--- src/rtl/burst_demux_locking.sv ---
// -----------------------------------------------------------------------------
// burst_demux_locking
//
// Purpose:
//   Splits one valid/ready/last burst stream into NUM_DESTS output streams.
//   The first beat of every burst is a header whose low bits name the
//   destination. The route stays locked to that destination until the beat
//   carrying last=1 has been accepted. Bursts addressed to a nonexistent
//   destination are swallowed and counted. One registered stage sits between
//   the input and all outputs. It sustains one beat per cycle, and bursts leave
//   in the order they arrived.
//
// Parameters:
//   NUM_DESTS     number of output streams (>= 2)
//   DATA_WIDTH    payload width of every stream
//   STRIP_HEADER  1: header beat consumed; 0: header forwarded as first beat
//   DROP_CNT_W    width of the saturating dropped-burst counter
//
// Ports:
//   clk            clock, all state on the rising edge
//   rst            asynchronous reset, active high
//   i_in_valid     input stream beat valid
//   o_in_ready     input stream ready (held low while rst is high)
//   i_in_last      input stream end-of-burst marker
//   i_in_data      input stream payload
//   o_out_valid    per-destination beat valid
//   i_out_ready    per-destination ready
//   o_out_last     per-destination end-of-burst marker
//   o_out_data     per-destination payload (zero on unselected destinations)
//   o_busy         high while mid-burst or while the output register is full
//   o_drop_count   saturating count of bursts dropped for a bad destination
// -----------------------------------------------------------------------------
module burst_demux_locking #(
    parameter int NUM_DESTS    = 2,
    parameter int DATA_WIDTH   = 32,
    parameter int STRIP_HEADER = 1,
    parameter int DROP_CNT_W   = 16
) (
    input  logic                                  clk,
    input  logic                                  rst,

    input  logic                                  i_in_valid,
    output logic                                  o_in_ready,
    input  logic                                  i_in_last,
    input  logic [DATA_WIDTH-1:0]                 i_in_data,

    output logic [NUM_DESTS-1:0]                  o_out_valid,
    input  logic [NUM_DESTS-1:0]                  i_out_ready,
    output logic [NUM_DESTS-1:0]                  o_out_last,
    output logic [NUM_DESTS-1:0][DATA_WIDTH-1:0]  o_out_data,

    output logic                                  o_busy,
    output logic [DROP_CNT_W-1:0]                 o_drop_count
);

    localparam int DEST_W = $clog2(NUM_DESTS);

    // One extra bit so the limit still fits when NUM_DESTS is a power of two.
    localparam logic [DEST_W:0] DEST_LIMIT = (DEST_W+1)'(NUM_DESTS);

    typedef enum logic [1:0] {
        S_HDR  = 2'd0,
        S_FWD  = 2'd1,
        S_DROP = 2'd2
    } state_t;

    // -------------------------------------------------------------------------
    // State
    // -------------------------------------------------------------------------
    state_t                  r_state;
    logic                    r_vld;
    logic [DEST_W-1:0]       r_dest;
    logic                    r_last;
    logic [DATA_WIDTH-1:0]   r_data;
    logic [DROP_CNT_W-1:0]   r_drop_cnt;

    // -------------------------------------------------------------------------
    // Combinational control
    // -------------------------------------------------------------------------
    logic [NUM_DESTS-1:0]    w_dest_sel;
    logic                    w_sel_ready;
    logic                    w_drain;
    logic                    w_accept;
    logic [DEST_W-1:0]       w_hdr_dest;
    logic                    w_hdr_ok;
    logic                    w_hdr_fwd;
    logic                    w_load;

    // One-hot decode of the locked destination, shared by the ready mux and
    // the output fan-out.
    // NOTE: every signal written in an always_comb gets a default before any
    // conditional assignment, so no path leaves it unassigned and no latch
    // is inferred.
    always_comb begin
        w_dest_sel = '0;
        for (int d = 0; d < NUM_DESTS; d++) begin
            if (r_dest == DEST_W'(d)) begin
                w_dest_sel[d] = 1'b1;
            end
        end
    end

    assign w_sel_ready = |(i_out_ready & w_dest_sel);
    assign w_drain     = r_vld & w_sel_ready;

    // In DROP the input is always ready because discarded beats never need
    // the output register. Any beat still held there drains independently.
    assign o_in_ready  = !rst & (!r_vld | w_drain | (r_state == S_DROP));
    assign w_accept    = i_in_valid & o_in_ready;

    // Only the low bits select the destination. Upper header bits are ignored.
    assign w_hdr_dest  = i_in_data[DEST_W-1:0];
    assign w_hdr_ok    = ({1'b0, w_hdr_dest} < DEST_LIMIT);

    // A header enters the output register only when it is kept and routable.
    assign w_hdr_fwd   = (STRIP_HEADER == 0) & w_hdr_ok;

    assign w_load      = w_accept &
                         (((r_state == S_HDR) & w_hdr_fwd) | (r_state == S_FWD));

    // -------------------------------------------------------------------------
    // FSM, output register and drop counter
    // -------------------------------------------------------------------------
    // NOTE: sequential state is assigned with non-blocking (<=) so that every
    // register samples the pre-edge value of every other register.
    // NOTE: the payload register is reset as well, because the outputs must
    // read zero while reset is asserted.
    always_ff @(posedge clk or posedge rst) begin
        if (rst) begin
            r_state    <= S_HDR;
            r_vld      <= 1'b0;
            r_dest     <= '0;
            r_last     <= 1'b0;
            r_data     <= '0;
            r_drop_cnt <= '0;
        end else begin
            // Output register: a load wins over a drain, so a simultaneous
            // drain and load keeps r_vld high with the new beat.
            if (w_load) begin
                r_vld  <= 1'b1;
                r_last <= i_in_last;
                r_data <= i_in_data;
            end else if (w_drain) begin
                r_vld  <= 1'b0;
            end

            case (r_state)
                S_HDR: begin
                    if (w_accept) begin
                        if (w_hdr_ok) begin
                            // A header is accepted only when the register is
                            // empty or draining this cycle. Re-pointing r_dest
                            // therefore never retargets a beat still waiting.
                            r_dest  <= w_hdr_dest;
                            r_state <= i_in_last ? S_HDR : S_FWD;
                        end else begin
                            if (r_drop_cnt != '1) begin
                                r_drop_cnt <= r_drop_cnt + 1'b1;
                            end
                            r_state <= i_in_last ? S_HDR : S_DROP;
                        end
                    end
                end

                S_FWD: begin
                    if (w_accept && i_in_last) begin
                        r_state <= S_HDR;
                    end
                end

                S_DROP: begin
                    if (w_accept && i_in_last) begin
                        r_state <= S_HDR;
                    end
                end

                default: begin
                    r_state <= S_HDR;
                end
            endcase
        end
    end

    // -------------------------------------------------------------------------
    // Output fan-out: only the locked destination sees the register contents
    // -------------------------------------------------------------------------
    always_comb begin
        o_out_valid = '0;
        o_out_last  = '0;
        o_out_data  = '0;
        for (int d = 0; d < NUM_DESTS; d++) begin
            if (w_dest_sel[d]) begin
                o_out_valid[d] = r_vld;
                o_out_last[d]  = r_last;
                o_out_data[d]  = r_data;
            end
        end
    end

    assign o_busy       = (r_state != S_HDR) | r_vld;
    assign o_drop_count = r_drop_cnt;

endmodule

--- config.mk ---
export PLATFORM = sky130hd
export DESIGN_NAME = burst_demux_locking
export DESIGN_NICKNAME = d
export VERILOG_FILES = /design/src/rtl/burst_demux_locking.sv
export SDC_FILE = /design/constraint.sdc
export NUM_CORES = 1
export LEC_CHECK = 0
export ABC_AREA = 1
export CORE_UTILIZATION = 34
export DETAILED_ROUTE_END_ITERATION = 16
export DONT_BUFFER_PORTS = 1
export PLACE_DENSITY = 0.53
export SYNTH_ARGS = -nofsm -noshare
export SYNTH_HDL_FRONTEND = slang
export SYNTH_SLANG_ARGS = --single-unit
--- constraint.sdc ---
create_clock -name clk -period 3.6 [get_ports clk]
set_input_delay 0.72 -clock clk [delete_from_list [all_inputs] [get_ports clk]]
set_output_delay 0.72 -clock clk [all_outputs]
set_load 0.1 [all_outputs]
### Word level (Yosys, flattened, before mapping)

Index checks and enable logic that the tools add are counted.

| word-level totals | value |
|---|---|
| bits in registers | 37 |
| bits in latches | 0 |
| RAM bits | 0 |
| bits in read-only memories | 0 |
| output and inout bits | 86 |
| memories kept | 0 |

| cells by class | value |
|---|---|
| $add $sub $neg | 0 |
| multiply operators | 0 |
| divide/modulo/power cells | 0 |
| order comparisons | 0 |
| equality and inequality tests | 4 |
| shift operators | 0 |
| muxes and demuxes | 14 |
| bitwise operators | 8 |
| reductions and logical operators | 10 |

Operator list:

| operator | count |
|---|---|
| 32-bit two-way mux | 2 |
| 1-bit two-way mux | 9 |
| 1-bit AND | 4 |
| 2-bit two-way mux | 2 |
| 2-bit case mux with 2 select lines | 1 |
| 2-bit AND reduction | 2 |
| 2-bit nonzero test | 2 |
| 2-bit OR reduction | 2 |
| 1-bit bitwise OR | 3 |
| 2-bit AND | 1 |
| 2-bit by 1-bit == test with 1-bit output (second input constant) | 1 |
| 2-bit == test (second input constant) | 1 |
| 1-bit zero test | 2 |
| 2-bit zero test | 1 |
| 2-bit by 1-bit inequality test with 1-bit output (second input constant) | 1 |
| 2-bit inequality test (second input constant) | 1 |
| 1-bit logical AND | 1 |

### Logic depth before layout (Yosys ltp)

Gate-level depths: netlist of run 1.

| logic depth | value |
|---|---|
| depth after elaboration | 11 |
| gate-level depth with buffers | 8 |

### Worst setup path before layout of run 1

No wires, ideal clock.

| path | value |
|---|---|
| path type | input -> output |
| start | input rst |
| end | output o_in_ready |
| arrival | 2.391 ns |
| required time | 2.880 ns |
| path slack | 0.489 ns |
| stages | 3 |
| buffers on the path | 0 |
| path through | inv_1 > nand3_2 > inv_1 |

| between the ends | value |
|---|---|
| longest elaborated chain between the ends | 2 |

Ends and longest elaborated chain:

| element | RTL line | text |
|---|---|---|
| from (decl) | 40 | `input logic rst,` |
| 1-bit zero test (no source line) | - |  |
| 1-bit AND | 108 | `assign o_in_ready = !rst & (!r_vld \| w_drain \| (r_state == S_DROP));` |
| to (decl) | 43 | `output logic o_in_ready,` |

No other way between the ends.

### Final worst setup path of run 1

| path | value |
|---|---|
| start | register r_dest |
| end | output o_out_last[1] |

| between the ends | value |
|---|---|
| longest elaborated chain between the ends | 2 |

Ends and longest elaborated chain:

| element | RTL line | text |
|---|---|---|
| from (decl) | 72 | `logic [DEST_W-1:0] r_dest;` |
| from (signal assigned) | 154 | `r_dest <= w_hdr_dest;` |
| 1-bit two-way mux | 97 | `if (r_dest == DEST_W'(d)) begin` |
| 1-bit two-way mux | 192 | `if (w_dest_sel[d]) begin` |
| to (decl) | 49 | `output logic [NUM_DESTS-1:0] o_out_last,` |

No other way between the ends.

==> results.yml, run 1 <==
worst_setup_path:
  cp-end-kind: "primary output"
  crit_family: "buffers and inverters"
  path_buf_inv: 2
  critical-path-max-stage-delay_ns: 0.61
  critPathSlowestCell: "dfrtp_2"
  crit_arrival_ns: 1.94
  crit_fanout: 55
  worstPathCellList: "buf_12 > nand2_1 > inv_1"
  worstPathRequired_ns: 2.88
  worst_setup_path_start_kind: "flop"
  crit_type: "flop to primary output"
clock_network:
  cts_tree: "built"
  cts_htree_levels: 2
  cts_hold_buf: 0
  clk_latency_ns: 0.28
  cts_buffers: 5
  cts_root_buffer: "clkbuf_8"
  cts.path.max_buffers: 2
  post_cts_buffers: 0
  cts.sinks: 36
  cts_resized: 0
  clk_pin_slew_ns: 0.07
synthesis:
  ys_ff_latch: 36
  synth_area_leaders: "dfrtp_1 41%, nand2_1 18%, inv_1 13%"
  yosysWarnings: 0
  yosysMostFrequentCell: "nand2_1"
  ys.flop_type: "dfrtp_1"
  synth-edff-count: 0
  synth_top_cell_area_share: 0.409
  syn_area_um2: 2200
  synthArstFlopShare: 1.00
  synthTopCellsByCount: "107 x nand2_1, 75 x inv_1, 36 x dfrtp_1"
  ys_seq_area_frac: 0.409
  synth_cell_types: 16
  syn_inst: 330
  synth_top_cell_by_area: "dfrtp_1"
  avgSynthCellArea_um2: 6.68
timing:
  finalCritPeriodShare: 0.739
  hold_viol: 0
  maxSlewHeadroom: 0.422
  worstMarginPinSlew_ns: 0.865
  slew_viol_final: 0
  finClkSkew_ns: 0.00622
  worst_slack_ns: 0.938
  tns_ns: 0
  max_freq_mhz: 376
  rsz0062_at_grt: "no"
  fin_crit_ns: 2.66
  setup_viol: 0
grt:
  grt_use_total: 0.155
  grt_overflow_total: 0
  grt_max_degree: 56
  antenna_found_initial: 0
  grt_pass1_wl_um: 7710
  grt_pass1_vias: 1629
routing:
  drt-pass1-iter-count: 4
  routed_wl_um: 5000
  vias: 1862
  routedWlPerCell_um: 11.5
  viasPerCell: 4.29
  drt_iter0_drc: 65
  ant_nets: 0
  drc: 0
placed_design:
  dp.final_hpwl_um: 3590
  dp_cells: 426
  placed_area_um2: 2510
  port_buffers: 0
  gp_congestion: 0.711
  preCtsSetupSlack_ns: 1.23
finish:
  multi_input_area_um2: 915
  stdcell_count: 434
  nFillCells: 635
  drive_gt1_frac: 0.248
  seq_area_um2: 902
  area_delta_synth_final_pct: 18.3
  fin_area_um2: 2610
  final_nets: 396
  num_antenna_cells: 0
floorplan:
  fp.dieW_um: 82.5
  rows: 28
  die_height_um: 82.5
  ios: 124
  die-area_um2: 6810
  coreArea_um2: 6100
  initial_utilization: 0.362
min_path:
  hold_path_class: "primary input to asynchronous set/reset pin"
flow_run:
  drv_cap: 0
run_status:
  outcome: "completed"
==> area by class of cell <==
class                   instances  share of cell area
inverters                      76               0.109
well taps                      75              0.0360
clock buffers                   8              0.0384
multi-input cells             199               0.351
flip-flops and latches         36               0.346
repair buffers                 40               0.120
==> cell families (layout without fill, tap and decap cells) <==
group / count (synthesis) / count (layout) / synth area share
and+or+nand+nor: 182 / 182 / 0.347
buffers and inverters: 110 / 124 / 0.241
DFF: 36 / 36 / 0.409
other: 1 / 16 / 0.00170
AOI/OAI and AO/OA: 1 / 1 / 0.00227
==> per-stage QoR <==
step,utilization,hold WS (ns)
after global routing,0.428,0.319
final,0.428,0.311
after CTS,0.428,0.319
after floorplan,-,0.470
after detailed placement,0.412,0.495
after global placement,0.412,0.491
==> worst paths after layout <==
path	startpoint	end	slack, ns	depth (start not counted)
hold reg to reg	r_data[7]	r_data[7]	0.51	2
setup / recovery	r_dest	o_out_last[1]	0.94	3
hold / removal	rst	r_data[10]	0.31	1
setup reg to reg	r_dest	r_data[29]	1.35	6
min in group clk	r_data[7]	r_data[7]	0.51	2
max in group asynchronous	rst	r_dest	2.67	2
==> sequential cells by signal, indices dropped and copies added (netlist names) <==
name     flops
r_vld        1
r_data      32
r_state      1
r_dest       1
r_last       1
==> placed cells by master, fill, tap and decap left out, types with 2 or more instances in the layout <==
master,instances
nor2_2,34
inv_2,2
inv_1,74
nand2_1,107
conb_1,16
clkbuf_8,7
buf_4,39
nand3_2,3
dfrtp_1,35
nand3_1,35
==> layer usage <==
metal	wire [um]	GRT usage
met1	2070	0.174
met2	2500	0.269
met3	336	0.0495
met4	91	0.0621
met5	0	0
Power of run 1 is not shown: default switching activity piles up to over one toggle a cycle in this logic, so the estimate is an artifact.
==> run 2, diff against run 1 <==
- PLACE_DENSITY: 0.53 -> 0.55
- clock period: 3.6 -> 2.2 ns (I/O delays scaled with it)
==> results.yml, run 2 (same netlist as run 1, synthesis figures left out) <==
floorplan:
  coreArea_um2: 6100
  fp.dieW_um: 82.5
  ios: 124
  rows: 28
  initial_utilization: 0.362
  die_height_um: 82.5
  die-area_um2: 6810
clock_network:
  cts_buffers: 5
  clk_pin_slew_ns: 0.07
  cts.path.max_buffers: 2
  cts.sinks: 36
  clk_latency_ns: 0.28
  cts_hold_buf: 0
  cts_root_buffer: "clkbuf_8"
  cts_htree_levels: 2
  cts_tree: "built"
finish:
  drive_gt1_frac: 0.319
  area_delta_synth_final_pct: 45.6
  final_common_cell: "nand2_1"
  fin_area_um2: 3210
  largest_reg_flops: 32
  nFillCells: 595
  final_nets: 435
  num_antenna_cells: 0
  regMostFlops: "r_data"
  final_cell_mix: "107 x nand2_1, 74 x inv_1, 53 x buf_4"
worst_setup_path:
  critPathSlowestCell: "dfrtp_4"
  worstPathRequired_ns: 1.76
  crit_family: "flip-flops"
  worstPathCellList: "buf_4 > nand2_1 > inv_1 > buf_12"
  crit_arrival_ns: 1.61
  crit_type: "flop to primary output"
  crit_fanout: 27
  cp-end-kind: "primary output"
  path_buf_inv: 3
  critical-path-max-stage-delay_ns: 0.63
  worst_setup_path_start_kind: "flop"
placed_design:
  gp_congestion: 0.742
  dp.final_hpwl_um: 4120
  port_buffers: 0
  placed_area_um2: 3120
run_status:
  outcome: "completed"
grt:
  grt_max_degree: 28
  grt_pass1_vias: 1823
  grt_use_total: 0.166
  antenna_found_initial: 0
  grt_overflow_total: 0
  grt_pass1_wl_um: 8320
routing:
  drt-pass1-iter-count: 4
  vias: 2032
  routed_wl_um: 5340
  wl_met3_um: 364
  wl_met2_um: 2920
  drc: 0
  routedWlPerCell_um: 11.3
  top_layer: "met4"
  viasPerCell: 4.30
  ant_nets: 0
  drt_iter0_drc: 91
  wl_met1_um: 1980
timing:
  finClkSkew_ns: 0.00420
  slew_viol_final: 0
  hold_viol: 0
  finalCritPeriodShare: 0.933
  rsz0062_at_grt: "no"
  fin_crit_ns: 2.05
  setup_viol: 0
  max_freq_mhz: 487
min_path:
  hold_path_class: "primary input to asynchronous set/reset pin"
flow_run:
  drv_cap: 0
run 2: changes by cell type in the layout (fill, tap and decap cells not counted), sizes merged:
cell | previous run | this run
inv | 76 | 75
buf | 40 | 79
clkinvlp | 0 | 1
run 2: final timing paths:
path	endpoint	slack [ns]	from	cells past startpoint
min in group clk	r_data[21]	0.29	i_in_data[21]	2
max reg2reg	r_data[17]	0.53	r_dest	7
min	r_vld	0.01	rst	1
max	o_out_data[58]	0.15	r_dest	4
min reg2reg	r_data[6]	0.50	r_data[6]	2
max in group asynchronous	r_dest	1.56	rst	2
run 2: what timing repair did:
item / in CTS / in global routing
resized for setup: 0 / 1
setup buffers: 0 / 0
setup endpoints to repair: 0 / 28
run 2: per-stage QoR:
stage / util / hold slack, ns / cells / setup TNS [ns] / setup WS (ns)
after detailed placement: 0.511 / 0.328 / 465 / 0 / 0.321
final: 0.527 / 0.0128 / 473 / 0 / 0.147
after global routing: 0.527 / 0.0143 / 473 / 0 / 0.0103
after global placement: 0.511 / 0.321 / 465 / 0 / 0.365
after CTS: 0.526 / 0.0161 / 473 / 0 / 0.0108
after floorplan: - / 0.414 / 345 / -3.19 / -0.319
run 2: layer usage:
metal,track usage,vias to the layer above
met1,0.173,912
li1,-,1044
met3,0.0473,4
met4,0.0655,0
met2,0.310,72
met5,0,-
run 2: layout make-up:
type                       count  area [um^2]  area share
sequential                    36          905       0.282
timing repair buffer          79          918       0.286
tap                           75         93.8      0.0292
multi-input combinational    199          915       0.285
inverter                      76          289      0.0900
clock buffer                   8         90.1      0.0281
Power of run 2 is left out for the same reason.
==> run 3, diff against run 2 <==
- SETUP_SLACK_MARGIN: not set -> 0.4
==> results.yml, run 3 (same netlist as run 1, synthesis figures left out) <==
run_status:
  outcome: "completed"
grt:
  grt_pass1_wl_um: 9610
  grt_use_total: 0.189
  grt_overflow_total: 0
  antenna_found_initial: 0
  grt_pass1_vias: 2017
  grt_max_degree: 40
clock_network:
  cts_root_buffer: "clkbuf_8"
  clk_latency_ns: 0.29
  cts_tree: "built"
  cts_buffers: 5
  cts.sinks: 36
  cts.path.max_buffers: 2
  cts_htree_levels: 2
  clk_pin_slew_ns: 0.07
routing:
  drt-pass1-iter-count: 4
  routedWlPerCell_um: 14.2
  drt_iter0_drc: 69
  routed_wl_um: 6800
  vias: 2187
  viasPerCell: 4.56
  ant_nets: 0
  drc: 0
timing:
  worst_slack_ns: 0.262
  finalCritPeriodShare: 0.881
  max_freq_mhz: 516
  setup_viol: 0
  fin_crit_ns: 1.94
  rsz0062_at_grt: "yes"
  finClkSkew_ns: 0.00644
  slew_viol_final: 0
  tns_ns: 0
  hold_viol: 0
floorplan:
  initial_utilization: 0.362
  die_height_um: 82.5
  coreArea_um2: 6100
  fp.dieW_um: 82.5
  ios: 124
  die-area_um2: 6810
  rows: 28
finish:
  num_antenna_cells: 0
  largest_reg_flops: 32
  final_cell_mix: "92 x nand2_1, 73 x buf_12, 47 x inv_1"
  regMostFlops: "r_data"
  nFillCells: 464
  seq_area_um2: 905
  drive_gt1_frac: 0.435
  multi_input_area_um2: 1140
  final_nets: 442
  final_common_cell: "nand2_1"
  area_delta_synth_final_pct: 94.0
worst_setup_path:
  worst_setup_path_start_kind: "flop"
  crit_fanout: 8
  crit_type: "flop to primary output"
  crit_arrival_ns: 1.50
  cp-startpoint: "r_dest"
  worstPathRequired_ns: 1.76
  r2r-start: "r_dest"
  r2r_slack_ns: 0.57
  cp-end-kind: "primary output"
placed_design:
  gp_congestion: 0.697
  port_buffers: 0
  preCtsSetupSlack_ns: 0.564
  dp.final_hpwl_um: 4030
flow_run:
  drv_cap: 0
min_path:
  hold_path_class: "primary input to asynchronous set/reset pin"
==> run 3: final timing paths <==
kind | endpoint | cells past startpoint
worst max-delay path | o_out_data[12] | 4
worst min-delay path | r_data[17] | 2
worst max register to register | r_data[30] | 8
worst min register to register | r_data[6] | 2
max in group asynchronous | r_dest | 2
min in group clk | r_data[26] | 2
==> run 3: what timing repair did <==
item,4_1_cts,5_1_grt
setup endpoints to repair,69,69
resized for setup,110,41
setup buffers,0,5
pin swaps,0,5
gates cloned,0,4
hold buffers,0,0
==> run 3: area by class of cell <==
| class | instances | area share |
|---|---|---|
| Inverter | 76 | 0.0915 |
| Clock buffer | 8 | 0.0211 |
| Sequential cell | 36 | 0.211 |
| Multi-Input combinational cell | 199 | 0.266 |
| Timing Repair Buffer | 86 | 0.388 |
| Tap cell | 75 | 0.0219 |
==> run 3: through the flow <==
step            util  cell area, um^2  hold slack, ns  std cells
6_report       0.702             4280           0.196        480
5_1_grt        0.702             4280           0.232        480
4_1_cts        0.650             3960           0.191        471
3_5_place_dp   0.560             3410           0.489        463
3_3_place_gp   0.560             3410           0.487        463
2_1_floorplan      -             2490           0.414        345
==> run 3: critical path, stage by stage, from the launching register on <==
cell,delay [ns]
dfrtp_4,0.49
buf_2,0.18
clkbuf_16,0.20
nor2_4,0.15
buf_12,0.18
==> run 3: layer usage <==
metal  share of wire  global-route usage  routed length, um  vias up
met3           0.079              0.0571                534       12
met1            0.35               0.202               2370     1017
met2            0.55               0.349               3750       96
met4           0.021              0.0724                144        0
li1                -                   -                  -     1062
met5               0                   0                  0        -
Power of run 3 is left out for the same reason.
